$ cat src/rtl/booth_mul_ctrl.sv
// ---------------------------------------------------------------------------
// booth_mul_ctrl
//
// Sequential signed (two's complement) multiplier. A radix-2 Booth state
// machine drives one shared DATA_SIZE+1-bit add/subtract datapath, with
// subtraction done by inverting the operand and setting carry-in. A full
// product of 2*DATA_SIZE bits is ready DATA_SIZE cycles after start is
// accepted.
//
// State table:
//   state   | meaning
//   --------+-----------------------------------------------------------
//   ST_IDLE | waiting for start_i; P_o holds the last result
//   ST_CALC | one Booth step per clock; busy_o high
//   ST_DONE | one cycle; done_o high and P_o freshly updated; start_i
//           | may launch the next operation directly
//
// Ports:
//   clk_i    in   1            rising-edge clock
//   rst_i    in   1            synchronous, active-high reset
//   start_i  in   1            start request, sampled in IDLE or DONE only
//   A_i      in   DATA_SIZE    signed multiplicand, latched on start
//   B_i      in   DATA_SIZE    signed multiplier, latched on start
//   busy_o   out  1            high while in CALC
//   done_o   out  1            one-cycle pulse when P_o has a new result
//   P_o      out  2*DATA_SIZE  signed product, held until the next result
// ---------------------------------------------------------------------------
module booth_mul_ctrl #(
    parameter int DATA_SIZE = 8
) (
    input  logic                     clk_i,
    input  logic                     rst_i,
    input  logic                     start_i,
    input  logic [DATA_SIZE-1:0]     A_i,
    input  logic [DATA_SIZE-1:0]     B_i,
    output logic                     busy_o,
    output logic                     done_o,
    output logic [2*DATA_SIZE-1:0]   P_o
);

    localparam int CW = $clog2(DATA_SIZE + 1);

    typedef enum logic [1:0] {
        ST_IDLE = 2'd0,
        ST_CALC = 2'd1,
        ST_DONE = 2'd2
    } state_t;

    state_t                   r_state;
    state_t                   w_state_nxt;

    logic [DATA_SIZE:0]       r_m;
    logic [DATA_SIZE:0]       r_acc;
    logic [DATA_SIZE-1:0]     r_q;
    logic                     r_qm1;
    logic [CW-1:0]            r_cnt;
    logic [2*DATA_SIZE-1:0]   r_p;

    logic                     w_start_ok;
    logic                     w_last;
    logic [1:0]               w_sel;
    logic                     w_op_en;
    logic                     w_mode;
    logic [DATA_SIZE:0]       w_b_opnd;
    logic [DATA_SIZE:0]       w_sum;
    logic [DATA_SIZE:0]       w_acc_t;
    logic [2*DATA_SIZE+1:0]   w_shift;
    logic [DATA_SIZE:0]       w_acc_sh;
    logic [DATA_SIZE-1:0]     w_q_sh;
    logic                     w_qm1_sh;
    logic [2*DATA_SIZE-1:0]   w_prod;

    // -----------------------------------------------------------------------
    // Control decode
    // -----------------------------------------------------------------------
    always_comb begin
        w_start_ok = 1'b0;
        w_last     = 1'b0;
        w_start_ok = start_i && ((r_state == ST_IDLE) || (r_state == ST_DONE));
        w_last     = (r_cnt == CW'(1));
    end

    // -----------------------------------------------------------------------
    // FSM: state register
    // -----------------------------------------------------------------------
    always_ff @(posedge clk_i) begin
        if (rst_i) begin
            r_state <= ST_IDLE;
        end else begin
            r_state <= w_state_nxt;
        end
    end

    // -----------------------------------------------------------------------
    // FSM: next-state logic
    // -----------------------------------------------------------------------
    always_comb begin
        w_state_nxt = r_state;
        case (r_state)
            ST_IDLE: begin
                if (w_start_ok) begin
                    w_state_nxt = ST_CALC;
                end
            end
            ST_CALC: begin
                if (w_last) begin
                    w_state_nxt = ST_DONE;
                end
            end
            ST_DONE: begin
                w_state_nxt = w_start_ok ? ST_CALC : ST_IDLE;
            end
            default: begin
                w_state_nxt = ST_IDLE;
            end
        endcase
    end

    // -----------------------------------------------------------------------
    // Booth step datapath
    // -----------------------------------------------------------------------
    always_comb begin
        w_sel    = {r_q[0], r_qm1};
        // Only the 01 and 10 pairs touch the adder; 10 subtracts.
        w_op_en  = w_sel[1] ^ w_sel[0];
        w_mode   = (w_sel == 2'b10);
        w_b_opnd = r_m ^ {(DATA_SIZE + 1){w_mode}};
        // Carry-out falls off the top; the guard bit makes overflow impossible.
        w_sum    = r_acc + w_b_opnd + {{DATA_SIZE{1'b0}}, w_mode};
        w_acc_t  = w_op_en ? w_sum : r_acc;

        // Arithmetic right shift of {ACC_t, Q, q_m1}: the old q_m1 drops out.
        w_shift  = {w_acc_t[DATA_SIZE], w_acc_t, r_q};
        w_acc_sh = w_shift[2*DATA_SIZE+1:DATA_SIZE+1];
        w_q_sh   = w_shift[DATA_SIZE:1];
        w_qm1_sh = w_shift[0];

        // Guard bit of ACC is redundant sign here and is not part of the product.
        w_prod   = {w_acc_sh[DATA_SIZE-1:0], w_q_sh};
    end

    // -----------------------------------------------------------------------
    // Datapath registers
    // -----------------------------------------------------------------------
    always_ff @(posedge clk_i) begin
        if (rst_i) begin
            r_m   <= '0;
            r_acc <= '0;
            r_q   <= '0;
            r_qm1 <= 1'b0;
            r_cnt <= '0;
            r_p   <= '0;
        end else if (w_start_ok) begin
            r_m   <= {A_i[DATA_SIZE-1], A_i};
            r_acc <= '0;
            r_q   <= B_i;
            r_qm1 <= 1'b0;
            r_cnt <= CW'(DATA_SIZE);
        end else if (r_state == ST_CALC) begin
            r_acc <= w_acc_sh;
            r_q   <= w_q_sh;
            r_qm1 <= w_qm1_sh;
            r_cnt <= r_cnt - CW'(1);
            if (w_last) begin
                r_p <= w_prod;
            end
        end
    end

    // -----------------------------------------------------------------------
    // Outputs: decoded from the state register, so never glitch and never
    // overlap.
    // -----------------------------------------------------------------------
    assign busy_o = (r_state == ST_CALC);
    assign done_o = (r_state == ST_DONE);
    assign P_o    = r_p;

endmodule

$ cat config.mk
export PLATFORM = sky130hd
export DESIGN_NAME = booth_mul_ctrl
export DESIGN_NICKNAME = d
export VERILOG_FILES = /design/src/rtl/booth_mul_ctrl.sv
export SDC_FILE = /design/constraint.sdc
export NUM_CORES = 1
export LEC_CHECK = 0
export BUFFER_PORTS_ARGS = -buffer_cell sky130_fd_sc_hd__buf_4
export CAP_MARGIN = 20
export CORE_MARGIN = 3
export CORE_UTILIZATION = 55
export CTS_CLUSTER_DIAMETER = 50
export DETAILED_ROUTE_END_ITERATION = 16
export GPL_TIMING_DRIVEN = 0
export PLACE_DENSITY = 0.78
export SYNTH_ARGS = -nofsm -noshare
export SYNTH_HDL_FRONTEND = slang
export SYNTH_SLANG_ARGS = --single-unit
$ cat constraint.sdc
create_clock -name clk_i -period 3.2 [get_ports clk_i]
set_input_delay 0.16 -clock clk_i [delete_from_list [all_inputs] [get_ports clk_i]]
set_output_delay 0.16 -clock clk_i [all_outputs]
set_load 0.01 [all_outputs]
== After elaboration in Yosys (flattened, before gate mapping) ==
Index checks and enable logic that the tools add are counted.

* Flip-flop bits (word level): 47
* Input bits: 19
* Output and inout bits: 18
* Word-level logic and storage cells: 36

* Add/sub/neg operators: 3
* Equal/unequal tests: 6
* Mux-type cells: 9
* Bitwise logic cells: 3
* Reductions and logical operators: 7

{| class="wikitable"
|+ Operator list
! operator !! number
|-
| 8-bit two-way mux || 2
|-
| 9-bit by 1-bit adder with 9-bit output || 1
|-
| 9-bit adder || 1
|-
| 9-bit two-way mux || 1
|-
| 9-bit XOR || 1
|-
| 4-bit two-way mux || 2
|-
| 2-bit one-hot mux with 3 select lines || 1
|-
| 2-bit == test, second input constant || 2
|-
| 4-bit by 1-bit == test with 1-bit output, second input constant || 1
|-
| 2-bit two-way mux || 2
|-
| 4-bit by 1-bit subtractor with 4-bit output, second input constant || 1
|-
| 3-bit AND reduction || 1
|-
| 2-bit by 1-bit == test with 1-bit output, second input constant || 1
|-
| 2-bit zero test || 1
|-
| 2-bit by 1-bit != test with 1-bit output, second input constant || 1
|-
| 2-bit != test, second input constant || 1
|-
| 2-bit AND reduction || 1
|-
| 2-bit nonzero test || 1
|-
| 2-bit OR reduction || 1
|-
| 1-bit logical AND || 1
|-
| 1-bit logical OR || 1
|-
| 1-bit two-way mux || 1
|-
| 1-bit inverter || 1
|-
| 1-bit XOR || 1
|}

== Longest topological paths before layout ==
Gate-level depths: netlist (run 1).

* Depth in word-level cells: 7
* Gate-level depth with buffers: 11
* Depth with buffers taken out: 10

== Worst setup path after synthesis (run 1) ==
No wires, ideal clock.

* Kind: register to register
* From: register r_qm1
* To: register r_p[13], in the netlist P_o[13]
* Setup time: 0.058 ns
* Data arrival time: 2.186 ns
* Required time: 3.142 ns
* Slack: 0.956 ns
* Stages on the path, launching flop included: 12
* Buffers on the path: 1
* Period minus slack after synthesis: 2.244 ns
* Cells stage by stage: dfxtp_1 inv_1 ha_1 buf_6 xor2_1 inv_1 fa_1 nor2b_1 o2111ai_1 and3b_1 o31ai_1 o21a_1

* Word-level cells in the longest chain between the ends: 5
* Elaborated cells on any way between the ends: 6
* Those cells by class: add/sub: 2; eq/ne: 1; mux: 1; bitwise: 2

{| class="wikitable"
|+ RTL lines
! element !! RTL line !! text
|-
| from (decl) || 55 || <nowiki>logic r_qm1;</nowiki>
|-
| from (signal assigned) || 162 || <nowiki>r_qm1 <= w_qm1_sh;</nowiki>
|-
| 2-bit == test || 126 || <nowiki>w_mode = (w_sel == 2'b10);</nowiki>
|-
| 9-bit XOR || 127 || <nowiki>w_b_opnd = r_m ^ {(DATA_SIZE + 1){w_mode}};</nowiki>
|-
| 9-bit adder || 129 || <nowiki>w_sum = r_acc + w_b_opnd + {{DATA_SIZE{1'b0}}, w_mode};</nowiki>
|-
| 9-bit by 1-bit adder with 9-bit output || 129 ||
|-
| 9-bit two-way mux * || 130 || <nowiki>w_acc_t = w_op_en ? w_sum : r_acc;</nowiki>
|-
| to (signal assigned) || 165 || <nowiki>r_p <= w_prod;</nowiki>
|-
| to (decl) || 57 || <nowiki>logic [2*DATA_SIZE-1:0] r_p;</nowiki>
|}

Mark *: on every way between the ends. The rest lies on a longest branch, timed or not.
A chain may end at the register's enable or synchronous reset.

== Worst setup path after layout (run 1) ==
* From: register r_q[0]
* To: register r_p[13], in the netlist P_o[13]

* Word-level cells in the longest chain between the ends: 5
* Elaborated cells on any way between the ends: 6
* Those cells by class: add/sub: 2; eq/ne: 1; mux: 1; bitwise: 2

{| class="wikitable"
|+ RTL lines
! element !! RTL line !! text
|-
| from (decl) || 54 || <nowiki>logic [DATA_SIZE-1:0] r_q;</nowiki>
|-
| from (signal assigned) || 156 || <nowiki>r_q <= B_i;</nowiki>
|-
| from (signal assigned) || 161 || <nowiki>r_q <= w_q_sh;</nowiki>
|-
| 2-bit == test || 126 ||
|-
| 9-bit XOR || 127 ||
|-
| 9-bit adder || 129 ||
|-
| 9-bit by 1-bit adder with 9-bit output || 129 ||
|-
| 9-bit two-way mux * || 130 ||
|}

Marks and branches as above.

==> results of run 1 <==
-- flip-flops by register name, indices dropped and copies added, names as in the netlist --
name / count
r_state: 2
r_m: 8
P_o: 16
r_cnt: 4
r_qm1: 1
r_q: 8
r_acc: 8
-- critical path, stage by stage, from the launching register on --
cell and delay [ns]:
dfxtp_1 0.40, ha_1 0.18, buf_6 0.15, xor2_1 0.26
inv_1 0.09, fa_1 0.41, nor2b_1 0.20, o2111ai_1 0.20
and3b_1 0.22, o31ai_1 0.36, o21a_1 0.18
-- Yosys cell counts (all sizes together), types with 2 or more instances --
library cell,n,area (sq um)
a211oi,11,92.58
a21o,2,16.27
a21oi,27,135.1
buf,5,30.02
clkbuf,11,71.32
dfxtp,47,940.9
ha,10,125.1
inv,9,33.78
mux2i,4,40.04
nand2,47,176.4
nand2b,2,12.51
nand3,5,25.02
nand4,2,12.51
nor2,32,120.1
nor2b,4,25.02
nor3,10,50.05
o21a,4,30.03
o21ai,9,45.04
o22ai,8,50.05
xnor2,4,35.03
xor2,8,70.07
-- metal layers --
| metal | vias to the layer above | track usage (%) |
|---|---|---|
| met5 | - | 0 |
| met4 | 0 | 4.802 |
| met3 | 7 | 4.688 |
| met2 | 69 | 32.75 |
| met1 | 925 | 30.18 |
| li1 | 1062 | - |
-- worst min-delay path by stage --
stage	start	to	slack [ns]	depth (start not counted)
after floorplan	A_i[1]	r_m[1]$_SDFFE_PP0P_	0.30	2
after global placement	A_i[4]	r_m[4]$_SDFFE_PP0P_	0.41	3
after detailed placement	A_i[2]	r_m[2]$_SDFFE_PP0P_	0.42	3
after CTS	A_i[2]	r_m[2]$_SDFFE_PP0P_	0.10	3
after global routing	A_i[2]	r_m[2]$_SDFFE_PP0P_	0.1	3
final	A_i[0]	r_m[0]$_SDFFE_PP0P_	0.11	3
-- kinds of logic (layout without fill, tap and decap cells) --
kind of cell             after synthesis  count (layout)  synth area share (%)
AND/OR/NAND/NOR                      109             109                 20.41
XOR/XNOR                              12              12                 4.536
multiplexers                           5               5                 2.376
adder cells (fa/ha/maj)               11              11                 6.264
flip-flops                            47              47                 40.60
buffers and inverters                 26              69                 5.993
AO/OA/AOI/OAI                         72              72                 19.82
-- cell type report --
cell class | count | area [sq um]
multi-input cells | 209 | 1237
fillers | 324 | 1129
flip-flops and latches | 47 | 940.9
repair buffers | 35 | 262.8
plain buffers | 16 | 101.3
clock buffers | 6 | 72.57
well taps | 48 | 60.06
inverters | 10 | 37.54
clock inverters | 2 | 12.51
-- power by group through the flow --
stage / clock [mW] / sequential (mW) / combinational [mW]
after global placement: 0 / 0.655 / 0.289
after detailed placement: 0 / 0.657 / 0.293
after global routing: 0.374 / 0.647 / 0.331
final: 0.351 / 0.643 / 0.295
after CTS: 0.355 / 0.643 / 0.294
after floorplan: 0 / 0.651 / 0.219
==> out/qor.txt, run 1 <==
======================================================================================
Layout net count ........................................................          354
Layout cells sized above 1 ..............................................       16.62%
Worst reg2reg setup slack ...............................................      0.49 ns
Placed Cells ............................................................          365
Critical path class ..................................................... flop to flop
Number of sinks handled by clock tree synthesis .........................           47
Pwr/cell area ........................................................... 473.4 nW/um^2
Final setup vio count ...................................................            0
Share of the yosys chip area belonging to registers .....................       40.60%
Fin crit share ..........................................................       84.58%
Routed length per placed instance ....................................... 14.12 microns
DRC Markers .............................................................            0
Wire length on met2 ..................................................... 2427 microns
Worst Path Required .....................................................      3.45 ns
Number of storage elements in the synthesis netlist .....................           47
Layout Cells excl Fill ..................................................          373
Detailed-route via count ................................................         2063
Final worst-path setup slack ............................................    0.4935 ns
Remaining number of nets flagged by the antenna check after routing .....            0
Max VDD drop ............................................................    0.3035 mV
Critical Path Start ..................................................... r_q[0]$_SDFFE_PP0P_
Number of enable-type register cells in the synthesized netlist .........            0
CTS clk-pin slew, worst paths ...........................................      0.09 ns
Leading cell types in the layout, fill and taps excluded ................ dfxtp_1, nand2_1, buf_4, nor2_1, a21oi_1
Post-cts hold buffer count ..............................................            0
Dominant synthesized flop cell ..........................................      dfxtp_1
Largest net degree at the start of global routing .......................           15
Source-to-sink clock delay at the later pin of the worst-skew pair ......      0.30 ns
Post-Synthesis Cells ....................................................          282
CTS tree ................................................................        built
Number of top-level pins ................................................           37
Layout Utilization ......................................................       70.71%
Worst r2r dst ........................................................... P_o[13]$_SDFFE_PP0P_
Worst r2r path cells ....................................................           10
Area of all placed cells without fillers ................................   2725 sq um
Netlist area before placement ...........................................   2317 sq um
Critical path endpoint category .........................................         flop
Critical Path AT ........................................................      2.96 ns
Cts bufs inserted .......................................................            5
Seq pwr share ...........................................................        49.9%
Chip Height ............................................................. 70.91 microns
Global-route wire length before repair .................................. 8549 microns
Bufs on Longest Clock Path ..............................................            2
Amount of wire on met3 after detailed routing ...........................  371 microns
Weighted congestion reported at the end of routability-driven placement .       0.8919
Number of antenna violations at the first check in global routing .......            0
Max-cap violations ......................................................            0
Critical path endpoint .................................................. P_o[13]$_SDFFE_PP0P_
Number of cells upsized or downsized after cts ..........................            0
Clock skew after layout .................................................  0.007681 ns
Post-route worst hold slack .............................................    0.1084 ns
Tightest Pin Transition .................................................    0.6437 ns
Netlist cell types ......................................................           47
Setup Buffers After CTS .................................................            0
Slew headroom ...........................................................       56.93%
Mapped Avg Cell Area ....................................................  8.217 sq um
Asr flop ratio synth ....................................................           0%
Full die area ...........................................................   5028 sq um
Total routing resource utilization after global routing .................       21.14%
Total wire length after detailed routing ................................ 5266 microns
Estimated wirelength of the detail-placed design ........................ 3989 microns
Area of the placeable core ..............................................   3854 sq um
Outcome .................................................................    completed
Vias per std cell .......................................................        5.531
Chip width .............................................................. 70.91 microns
Instance area at placement ..............................................   2640 sq um
Net switching power .....................................................     392.5 uW
Static leakage ..........................................................     1.102 nW
Achievable frequency ....................................................   0.3695 GHz
Std-Cell Rows ...........................................................           22
Fin. max-slew vios ......................................................            0
Power, Total ............................................................     1.290 mW
First-pass detailed-route iteration total ...............................            4
Post-route met1 wirelength .............................................. 2416 microns
Synthesis warning total .................................................            0
Fin. Hold Viols .........................................................            0
Vias in the first global route ..........................................         1809
Total number of H-tree levels ...........................................            2
PortBufs ................................................................           35
Setup Total Neg Slack ...................................................         0 ns
Crit path time final ....................................................     2.707 ns
Fraction of power spent switching nets ..................................       30.43%
Initial core utilization ................................................       60.13%
Crit Path Max Fanout ....................................................            8
Worst Setup Start Kind ..................................................         flop
RSZ-0062 raised after global routing ....................................           no
Tightest Hold Check Type ................................................ primary input to flop
Top sig layer ...........................................................         met4
GRT Residual Overflow ...................................................            0
Part of the power in combinational logic ................................        22.9%
Count of routing violations after the opening detailed-route iteration ..          180
Internal power consumption ..............................................     897.5 uW
ANT cells ...............................................................            0
Reg-to-reg startpoint ................................................... r_q[0]$_SDFFE_PP0P_
Post-synthesis net count ................................................          312
Clock network fraction of total power ...................................        27.2%
Pre-CTS WS ..............................................................    0.5455 ns
Area added between synthesis and finish .................................       17.60%
Clock Root Buffer .......................................................     clkbuf_8
======================================================================================
Power figures use the tool's default switching activity.
==> run 2, diff against run 1 <==
ABC_AREA = 1   (was default)
clock period = 2.8 ns   (was 3.2 ns; I/O delays follow)
==> run 2 against run 1 <==
Largest cell class unchanged. Critical endpoint is now r_acc[5]$_SDFFE_PP0P_. Highest routed layer unchanged. Global-route usage increased by 0.33 points. Sequential power grew 14%. Maximum frequency increased by 20%. Worst hold slack got worse by 0.011 ns. Area after synthesis grew 3.7%. Combinational power grew 18%. Synthesized cell count grew 20%. Critical path type unchanged.
==> out/qor.txt, run 2 <==
======================================================================================
Outcome .................................................................    completed
Setup Total Neg Slack ...................................................         0 ns
Netlist area before placement ...........................................   2404 sq um
Crit Path Max Fanout ....................................................            8
Chip Height ............................................................. 72.11 microns
Tightest Hold Check Type ................................................ primary input to flop
Max VDD drop ............................................................    0.3841 mV
Instance area at placement ..............................................   2736 sq um
Share of the yosys chip area belonging to registers .....................       39.15%
Total number of H-tree levels ...........................................            2
Area of all placed cells without fillers ................................   2833 sq um
Total wire length after detailed routing ................................ 5250 microns
Layout cells sized above 1 ..............................................       16.49%
Netlist cell types ......................................................           29
Internal power consumption ..............................................     1.050 mW
Achievable frequency ....................................................   0.4422 GHz
Yosys top cell by area ..................................................      dfxtp_1
Global-route wire length before repair .................................. 8838 microns
Weighted congestion reported at the end of routability-driven placement .       0.8618
Setup Buffers After CTS .................................................            0
Number of cells upsized or downsized after cts ..........................            0
Synthesis warning total .................................................            0
Worst Path Required .....................................................      3.02 ns
ANT cells ...............................................................            0
Most instantiated cells after synthesis ................................. nand2_1, nor2_1, dfxtp_1, inv_1, o21ai_0
Mapped Avg Cell Area ....................................................  7.111 sq um
CTS tree ................................................................        built
Worst r2r path cells ....................................................           14
Pwr/cell area ........................................................... 538.3 nW/um^2
Slew headroom ...........................................................       71.61%
GRT Residual Overflow ...................................................            0
Critical path endpoint category .........................................         flop
Cell with the most instances after synthesis ............................      nand2_1
Bufs on Longest Clock Path ..............................................            2
Area added between synthesis and finish .................................       17.86%
Number of storage elements in the synthesis netlist .....................           47
Post-Synthesis Cells ....................................................          338
Number of enable-type register cells in the synthesized netlist .........            0
Net switching power .....................................................     474.8 uW
Cells taking the most area after synthesis .............................. dfxtp_1, nand2_1, nor2_1, inv_1, ha_1
Layout net count ........................................................          411
Full die area ...........................................................   5199 sq um
Leading cell types in the layout, fill and taps excluded ................ nand2_1, nor2_1, dfxtp_1, inv_1, buf_4
PortBufs ................................................................           36
Number of antenna violations at the first check in global routing .......            0
Number of top-level pins ................................................           37
Post-synthesis net count ................................................          368
Largest net degree at the start of global routing .......................           16
Fin. max-slew vios ......................................................            0
Vias per std cell .......................................................        5.134
Fraction of post-synthesis cell area in the top cell type by area .......       39.15%
Post-route worst hold slack .............................................   0.09764 ns
Depth of the worst hold-timing path .....................................            3
Critical path class ..................................................... flop to flop
Post-cts hold buffer count ..............................................            0
Static leakage ..........................................................     1.453 nW
First-pass detailed-route iteration total ...............................            4
Tightest Pin Transition .................................................    0.4259 ns
Routed length per placed instance ....................................... 12.15 microns
Worst Setup Start Kind ..................................................         flop
Initial core utilization ................................................       58.41%
Source-to-sink clock delay at the later pin of the worst-skew pair ......      0.31 ns
Total routing resource utilization after global routing .................       21.46%
Crit path time final ....................................................     2.262 ns
Asr flop ratio synth ....................................................           0%
Fin crit share ..........................................................       80.77%
Estimated wirelength of the detail-placed design ........................ 3936 microns
Clock skew after layout .................................................   0.01683 ns
Part of the power in combinational logic ................................        22.9%
Chip width .............................................................. 72.11 microns
Critical Path AT ........................................................      2.48 ns
Clock network fraction of total power ...................................        28.9%
Final setup vio count ...................................................            0
Number of sinks handled by clock tree synthesis .........................           47
RSZ-0062 raised after global routing ....................................           no
Max-cap violations ......................................................            0
DRC Markers .............................................................            0
Clock Root Buffer .......................................................     clkbuf_8
Fraction of power spent switching nets ..................................       31.14%
Seq pwr share ...........................................................        48.3%
Cts bufs inserted .......................................................            5
Dominant synthesized flop cell ..........................................      dfxtp_1
Most frequent standard cell in the layout excluding fill and tap cells ..      nand2_1
CTS clk-pin slew, worst paths ...........................................      0.10 ns
Max FFs per register ....................................................           16
Area of the placeable core ..............................................   4115 sq um
Remaining number of nets flagged by the antenna check after routing .....            0
Detailed-route via count ................................................         2218
Fin. Hold Viols .........................................................            0
Count of routing violations after the opening detailed-route iteration ..          112
Std-Cell Rows ...........................................................           23
Vias in the first global route ..........................................         1985
======================================================================================
-- run 2: changes by cell type in the layout (fill, tap and decap cells not counted), sizes merged, moves of 5 or more --
cell | previous run | this run
buf | 40 | 45
clkbuf | 17 | 10
nand2 | 47 | 66
nor2 | 32 | 57
nand3 | 5 | 21
o21ai | 9 | 28
a21oi | 27 | 18
a221oi | 0 | 5
nor3 | 10 | 0
o22ai | 8 | 1
inv | 9 | 52
a211oi | 11 | 5
-- run 2: final cells by class --
cell class | count | area [sq um]
fill | 388 | 1282
buffer | 13 | 83.83
tap | 50 | 62.56
timing repair buffer | 36 | 270.3
clock inverter | 2 | 13.76
multi-input combinational | 227 | 1185
clock buffer | 6 | 82.58
sequential | 47 | 940.9
inverter | 51 | 193.9
-- run 2: routing by layer --
layer	GRT usage [%]	vias to the layer above	routed length (microns)
met1	28.42	995	2407
met4	6.681	0	59
met2	35.09	56	2534
met3	4.432	10	249
met5	0	-	0
li1	-	1157	-
-- run 2: power by group through the flow --
stage	Combinational, mW	Clock (mW)	Sequential [mW]
5_1_grt	0.399	0.475	0.740
6_report	0.349	0.440	0.736
3_5_place_dp	0.345	0	0.751
2_1_floorplan	0.257	0	0.747
4_1_cts	0.349	0.444	0.736
3_3_place_gp	0.339	0	0.750
-- run 2: final timing paths --
path / slack [ns] / from / to
setup / recovery: 0.54 / r_q[0]$_SDFFE_PP0P_ / r_acc[5]$_SDFFE_PP0P_
hold / removal: 0.1 / A_i[2] / r_m[2]$_SDFFE_PP0P_
setup reg to reg: 0.54 / r_q[0]$_SDFFE_PP0P_ / r_acc[5]$_SDFFE_PP0P_
hold reg to reg: 0.47 / P_o[8]$_SDFFE_PP0P_ / P_o[8]$_SDFFE_PP0P_
-- run 2: through the flow --
step           setup WS, ns  utilization [%]  cells  power [mW]
5_1_grt              0.2264            68.84    432       1.614
3_5_place_dp         0.5177            66.49    424       1.097
2_1_floorplan        0.7736                -    338       1.004
4_1_cts              0.5121            68.84    432       1.528
6_report             0.5384            68.84    432       1.525
3_3_place_gp         0.5588            66.49    424       1.089
-- run 2: kinds of logic (layout without fill, tap and decap cells) --
kind of cell               after synthesis  count (layout)  synth area share, %
DFF                                     47              47                39.15
buffers and inverters                   64             108                11.56
AOI/OAI and AO/OA                       60              60                14.11
adders and majority gates               11              11                6.039
xor gates and xnor gates                 8               8                2.915
and+or+nand+nor                        148             148                26.24
-- run 2: worst max-delay path, stage by stage (launching register included) --
cell,delay (ns)
dfxtp_1,0.33
ha_1,0.19
buf_4,0.17
xnor2_1,0.16
fa_1,0.39
inv_1,0.08
nand2_1,0.07
a21oi_1,0.28
nand2_1,0.12
nand2_1,0.08
nand2_1,0.05
nand3_1,0.08
nand3_1,0.07
nand2_1,0.08
inv_1,0.04
